File: src/rtl/jtframe_obj_pkg.sv
// Shared types for the object-ROM slot: FSM states and the tag-store entry layout.
package jtframe_obj_pkg;

  localparam int NENTRIES = 2;
  // Tags are stored zero-extended to the widest supported object address.
  localparam int TAG_W = 32;

  typedef enum logic [1:0] {
    IDLE,
    REQ,
    WAIT
  } obj_state_e;

  typedef struct packed {
    logic             valid;
    logic [TAG_W-1:0] tag;
    logic [15:0]      data;
  } obj_entry_t;

endpackage

File: src/rtl/jtframe_obj_tagstore.sv
// Two-entry tag store with LRU replacement, combinational hit lookup and a fill write port.
module jtframe_obj_tagstore
  import jtframe_obj_pkg::*;
#(
  parameter int AW = 13
) (
  input  logic          clk,
  input  logic          rst,
  input  logic          cs,
  input  logic [AW-1:0] addr,
  input  logic          fill_we,
  input  logic [AW-1:0] fill_tag,
  input  logic [15:0]   fill_data,
  output logic          hit,
  output logic [15:0]   data
);

  obj_entry_t          ent [NENTRIES];
  logic                lru;
  logic                hit_idx;
  logic                fill_idx;
  logic [NENTRIES-1:0] match;

  always_comb begin
    match = '0;
    for (int i = 0; i < NENTRIES; i++) begin
      match[i] = ent[i].valid && (ent[i].tag == TAG_W'(addr));
    end
    hit      = cs && (|match);
    hit_idx  = ~match[0];
    data     = hit ? ent[hit_idx].data : 16'h0000;
    // A hit in the fill cycle moves the pointer first, so the hit entry survives.
    fill_idx = hit ? ~hit_idx : lru;
  end

  always_ff @(posedge clk or negedge rst) begin
    if (!rst) begin
      lru <= 1'b0;
      for (int i = 0; i < NENTRIES; i++) begin
        ent[i] <= '0;
      end
    end else begin
      if (fill_we) begin
        ent[fill_idx] <= '{valid: 1'b1, tag: TAG_W'(fill_tag), data: fill_data};
        lru           <= ~fill_idx;
      end else if (hit) begin
        lru <= ~hit_idx;
      end
    end
  end

endmodule

File: src/rtl/jtframe_obj_romslot.sv
// Object-ROM responder: tag-store lookup in front of an SDRAM req/ack/rdy fetch FSM.
// Define JTFRAME_OBJ_STATS_EN to add saturating hit_cnt/miss_cnt outputs.
module jtframe_obj_romslot
  import jtframe_obj_pkg::*;
#(
  parameter int AW = 13,
  parameter int SW = 22
) (
  input  logic          clk,
  input  logic          rst,
  input  logic [SW-1:0] offset,
  input  logic          obj_cs,
  input  logic [AW-1:0] obj_addr,
  output logic [15:0]   obj_data,
  output logic          obj_ok,
  output logic          sdram_req,
  output logic [SW-1:0] sdram_addr,
  input  logic          sdram_ack,
  input  logic          sdram_rdy,
  input  logic [15:0]   sdram_din
`ifdef JTFRAME_OBJ_STATS_EN
  ,
  output logic [15:0]   hit_cnt,
  output logic [15:0]   miss_cnt
`endif
);

  obj_state_e    state, state_nx;
  logic [AW-1:0] ptag, ptag_nx;
  logic          req_nx;
  logic [SW-1:0] saddr_nx;
  logic          fill_we;

  jtframe_obj_tagstore #(.AW(AW)) u_tags (
    .clk       (clk),
    .rst       (rst),
    .cs        (obj_cs),
    .addr      (obj_addr),
    .fill_we   (fill_we),
    .fill_tag  (ptag),
    .fill_data (sdram_din),
    .hit       (obj_ok),
    .data      (obj_data)
  );

  always_comb begin
    state_nx = state;
    ptag_nx  = ptag;
    req_nx   = sdram_req;
    saddr_nx = sdram_addr;
    fill_we  = 1'b0;
    case (state)
      IDLE: begin
        if (obj_cs && !obj_ok) begin
          ptag_nx  = obj_addr;
          saddr_nx = offset + SW'(obj_addr);
          req_nx   = 1'b1;
          state_nx = REQ;
        end
      end
      REQ: begin
        if (sdram_ack) begin
          req_nx = 1'b0;
          if (sdram_rdy) begin
            fill_we  = 1'b1;
            state_nx = IDLE;
          end else begin
            state_nx = WAIT;
          end
        end
      end
      WAIT: begin
        if (sdram_rdy) begin
          fill_we  = 1'b1;
          state_nx = IDLE;
        end
      end
      default: state_nx = IDLE;
    endcase
  end

  always_ff @(posedge clk or negedge rst) begin
    if (!rst) begin
      state      <= IDLE;
      ptag       <= '0;
      sdram_req  <= 1'b0;
      sdram_addr <= '0;
    end else begin
      state      <= state_nx;
      ptag       <= ptag_nx;
      sdram_req  <= req_nx;
      sdram_addr <= saddr_nx;
    end
  end

`ifdef JTFRAME_OBJ_STATS_EN
  logic miss;
  assign miss = (state == IDLE) && (state_nx == REQ);

  always_ff @(posedge clk or negedge rst) begin
    if (!rst) begin
      hit_cnt  <= 16'h0000;
      miss_cnt <= 16'h0000;
    end else begin
      if (obj_ok && hit_cnt != 16'hFFFF) hit_cnt <= hit_cnt + 16'd1;
      if (miss && miss_cnt != 16'hFFFF) miss_cnt <= miss_cnt + 16'd1;
    end
  end
`endif

endmodule

File: config.mk
export PLATFORM = sky130hd
export DESIGN_NAME = jtframe_obj_romslot
export DESIGN_NICKNAME = d
export VERILOG_FILES = /design/src/rtl/jtframe_obj_pkg.sv /design/src/rtl/jtframe_obj_tagstore.sv /design/src/rtl/jtframe_obj_romslot.sv
export SDC_FILE = /design/constraint.sdc
export NUM_CORES = 1
export LEC_CHECK = 0
export BUFFER_PORTS_ARGS = -buffer_cell sky130_fd_sc_hd__buf_2
export CAP_MARGIN = 20
export CORE_ASPECT_RATIO = 1.25
export CORE_MARGIN = 2
export CORE_UTILIZATION = 30
export DETAILED_ROUTE_END_ITERATION = 12
export HOLD_SLACK_MARGIN = 0.12
export PLACE_DENSITY = 0.46
export SYNTH_ARGS = -nofsm -noshare
export SYNTH_HDL_FRONTEND = slang
export SYNTH_HIERARCHICAL = 1
export SYNTH_SLANG_ARGS = --single-unit
export TNS_END_PERCENT = 5
File: constraint.sdc
create_clock -name clk -period 3 [get_ports clk]
set_input_delay 0 -clock clk [delete_from_list [all_inputs] [get_ports clk]]
set_output_delay 0 -clock clk [all_outputs]
set_load 0.1 [all_outputs]
==> impl_metrics.env <==
export IMPL_critical_path_reg2reg_endpoint="u_tags/ent[55]$_DFFE_PN0P_"
export IMPL_power_frac_comb_pct=43.5
export IMPL_post_cts_setup_buffer_count=0
export IMPL_clock_power_share_pct=20.9
export IMPL_final_antenna_net_count=0
export IMPL_mostFrequentLayoutCells="dfrtp_1, nand2_1, buf_2, mux2_2, dlygate4sd3_1"
export IMPL_cts_tree="built"
export IMPL_tritoncts_buffers=9
export IMPL_area_growth_pct=36.0
export IMPL_globalRoute_busiestLayer="met2"
export IMPL_net_count_reported_at_finish=699
export IMPL_critical_path_startpoint_type="input port"
export IMPL_pwr_density_cell_nw_per_um2=942
export IMPL_io_pin_count=96
export IMPL_worst_r2r_setup_slack_ns=0.47
export IMPL_cell_internal_pwr_mw=3.75
export IMPL_grt_util_met3_pct=2.42
export IMPL_clk_pin_slew_worst_paths_ns=0.08
export IMPL_final_setup_viol_count=0
export IMPL_regToRegStartpoint="u_tags/ent[24]$_DFFE_PN0P_"
export IMPL_grt_pass1_vias=4291
export IMPL_synth_nets=552
export IMPL_sw_share_pct=42.9
export IMPL_met1_usage_pct=18.0
export IMPL_fp_dieH_um=150
export IMPL_post_synth_instance_area_sq_um=5130
export IMPL_multi_input_area_sq_um=2520
export IMPL_seqPwrFrac_pct=35.6
export IMPL_clock_skew_ns=0.0123
export IMPL_rows=53
export IMPL_post_route_worst_setup_slack_ns=0.212
export IMPL_final_hold_viol_count=0
export IMPL_yosys_register_bits=99
export IMPL_final_slew_violations=0
export IMPL_ir_drop_mv=0.305
export IMPL_antennaDiodeCount=0
export IMPL_endpoint_kind="register"
export IMPL_area_of_the_die_sq_um=18200
export IMPL_drt_vias_per_instance=4.70
export IMPL_period_minus_slack_ns=2.79
export IMPL_grt_first_pass_wirelength_um=21400
export IMPL_drtPass1Iterations=6
export IMPL_coreArea_sq_um=16800
export IMPL_worstRegToRegCells=8
export IMPL_yosysWarningCount=6
export IMPL_synth_async_reset_ratio_pct=100
export IMPL_clock_sink_count=99
export IMPL_final_core_utilization_pct=41.6
export IMPL_remaining_drc_errors=0
export IMPL_synth_cell_types=45
export IMPL_syn_instance_count=477
export IMPL_synthesis_area_per_instance_sq_um=10.7
export IMPL_hold_slack_ns=0.0970
export IMPL_global_route_usage_total_pct=15.3
export IMPL_fill_cells=1636
export IMPL_detail_route_iter0_violations=122
export IMPL_total_power_mw=6.56
export IMPL_clk_path_buf_depth=2
export IMPL_critPathMaxFanout=4
export IMPL_layout_area_seq_sq_um=2480
export IMPL_crit_arrival_ns=3.01
export IMPL_clock_latency_reported_for_the_late_side_of_the_worst_skew_pair_ns=0.36
export IMPL_maxCapViolCount=0
export IMPL_die_w_um=121
export IMPL_outcome="completed"
export IMPL_grt_setup_unrepaired="no"
export IMPL_detailed_route_via_count=3993
export IMPL_dpl_hpwl_um=9450
export IMPL_grt_overflow_total=0
export IMPL_crit_required_ns=3.23
export IMPL_detail_route_wirelength_um=13100
export IMPL_post_route_period_util_pct=92.9
export IMPL_cts_root_buffer="clkbuf_16"
export IMPL_cellLeakagePower_nw=3.11
export IMPL_max_freq_ghz=0.359
export IMPL_yosysSeqAreaShare_pct=48.3
export IMPL_p_sw_mw=2.81
export IMPL_globalplace_congestion=0.790
export IMPL_pin_count_of_the_biggest_net_entering_global_routing=85
export IMPL_synthFlopType="dfrtp_1"
export IMPL_cts_htree_levels=3
export IMPL_grt_met2_usage_pct=27.1
export IMPL_fin_setup_tns_ns=0
export IMPL_start_util_pct=30.6
export IMPL_buffer_ports_inserted=95
export IMPL_timing_slew_headroom_pct=49.0
export IMPL_post_route_cells_drive_above_1_share_pct=30.7
export IMPL_detailedPlace_worstSlack_ns=0.462
export IMPL_commonest_non_fill_non_tap_cell_in_the_layout="dfrtp_1"
export IMPL_criticalPathCategory="input port to register"
export IMPL_synth_enable_flop_cells=0
export IMPL_wl_per_cell_um=15.5
export IMPL_worst_hold_path_type="input port to async pin"
export IMPL_grt_antenna_before_repair=1
export IMPL_worst_slew_pin_transition_ns=0.761
==> worst max path at each step <==
| stage | from | endpoint | slack, ns | cells after the start |
|---|---|---|---|---|
| global route | obj_addr[0] | sdram_addr[20]$_DFFE_PN0P_ | 0.06 | 12 |
| CTS | obj_addr[0] | sdram_addr[20]$_DFFE_PN0P_ | 0.20 | 12 |
| floorplan | u_tags/ent[25]$_DFFE_PN0P_ | sdram_addr[16]$_DFFE_PN0P_ | 0.03 | 11 |
| finish | obj_addr[0] | sdram_addr[20]$_DFFE_PN0P_ | 0.21 | 12 |
| detailed placement | u_tags/ent[17]$_DFFE_PN0P_ | u_tags/ent[56]$_DFFE_PN0P_ | 0.46 | 8 |
| global placement | u_tags/ent[17]$_DFFE_PN0P_ | u_tags/ent[55]$_DFFE_PN0P_ | 0.48 | 8 |
==> worst max-delay path: stages <==
cell and delay (ns):
dlygate4sd3_1 0.52, buf_2 0.18, ha_1 0.23, inv_1 0.07, fa_1 0.40, nand2b_1 0.19
a21oi_2 0.21, o211ai_1 0.25, a21oi_1 0.22, xnor2_1 0.12, dlygate4sd3_1 0.55, o21ai_0 0.07
==> metrics by stage <==
step                cell area [sq um]  cells
floorplan                        5140    477
global placement                 6130    786
detailed placement               6130    786
CTS                              6940    848
global route                     6970    849
finish                           6970    849
==> state kept, by name, summed over array words and instances, names as in the netlist <==
name,flops
sdram_req,1
ptag,13
u_tags/ent,60
u_tags/lru,1
state,2
sdram_addr,22
==> per-layer routing <==
layer | routed length [um] | vias to the layer above
met2 | 6480 | 105
met1 | 5720 | 1914
met3 | 546 | 29
li1 | - | 1943
met5 | 16 | -
met4 | 369 | 2
==> repair_timing <==
action                    in CTS  in global routing
hold endpoints to repair     142                  0
hold buffers                  46                  0
gates resized for setup        0                  0
==> power by group through the flow <==
stage / logic, mW / registers [mW] / clock network (mW)
6_report: 2.86 / 2.34 / 1.37
5_1_grt: 3.10 / 2.42 / 1.46
4_1_cts: 2.89 / 2.34 / 1.41
3_5_place_dp: 2.83 / 2.37 / 0
3_3_place_gp: 2.79 / 2.34 / 0
2_1_floorplan: 1.23 / 3.34 / 0
==> final cells by class <==
type	count	share of cell area (%)
Multi-Input combinational cell	349	36.2
Inverter	14	0.808
Tap cell	220	3.95
Clock buffer	10	3.43
Timing Repair Buffer	151	18.4
Clock inverter	6	1.62
Sequential cell	99	35.5
==> cells in the mapped netlist (4+ instances only) <==
cell type | count | area [sq um]
o21ai_1 | 9 | 45.0
mux2_2 | 58 | 653
clkbuf_1 | 13 | 48.8
nand2_1 | 78 | 293
dfrtp_1 | 99 | 2480
nand4_1 | 10 | 62.6
a21oi_1 | 18 | 90.1
inv_1 | 14 | 52.6
xor2_1 | 7 | 61.3
nand3_1 | 7 | 35.0
mux2i_1 | 16 | 160
nor2_1 | 31 | 116
a21boi_1 | 4 | 30.0
xnor2_1 | 38 | 333
ha_1 | 18 | 225
o21ai_0 | 22 | 110
==> cell families (layout without fill, tap and decap cells) <==
group | count (synthesis) | after routing | share of synthesized area (%)
buf+inv | 29 | 181 | 2.49
mux | 74 | 74 | 15.9
compound gates | 71 | 71 | 8.57
flops | 99 | 99 | 48.3
fa+ha+maj | 19 | 19 | 4.78
xor+xnor | 45 | 45 | 7.69
simple gates | 140 | 140 | 12.3
Power figures use the tool's default switching activity.
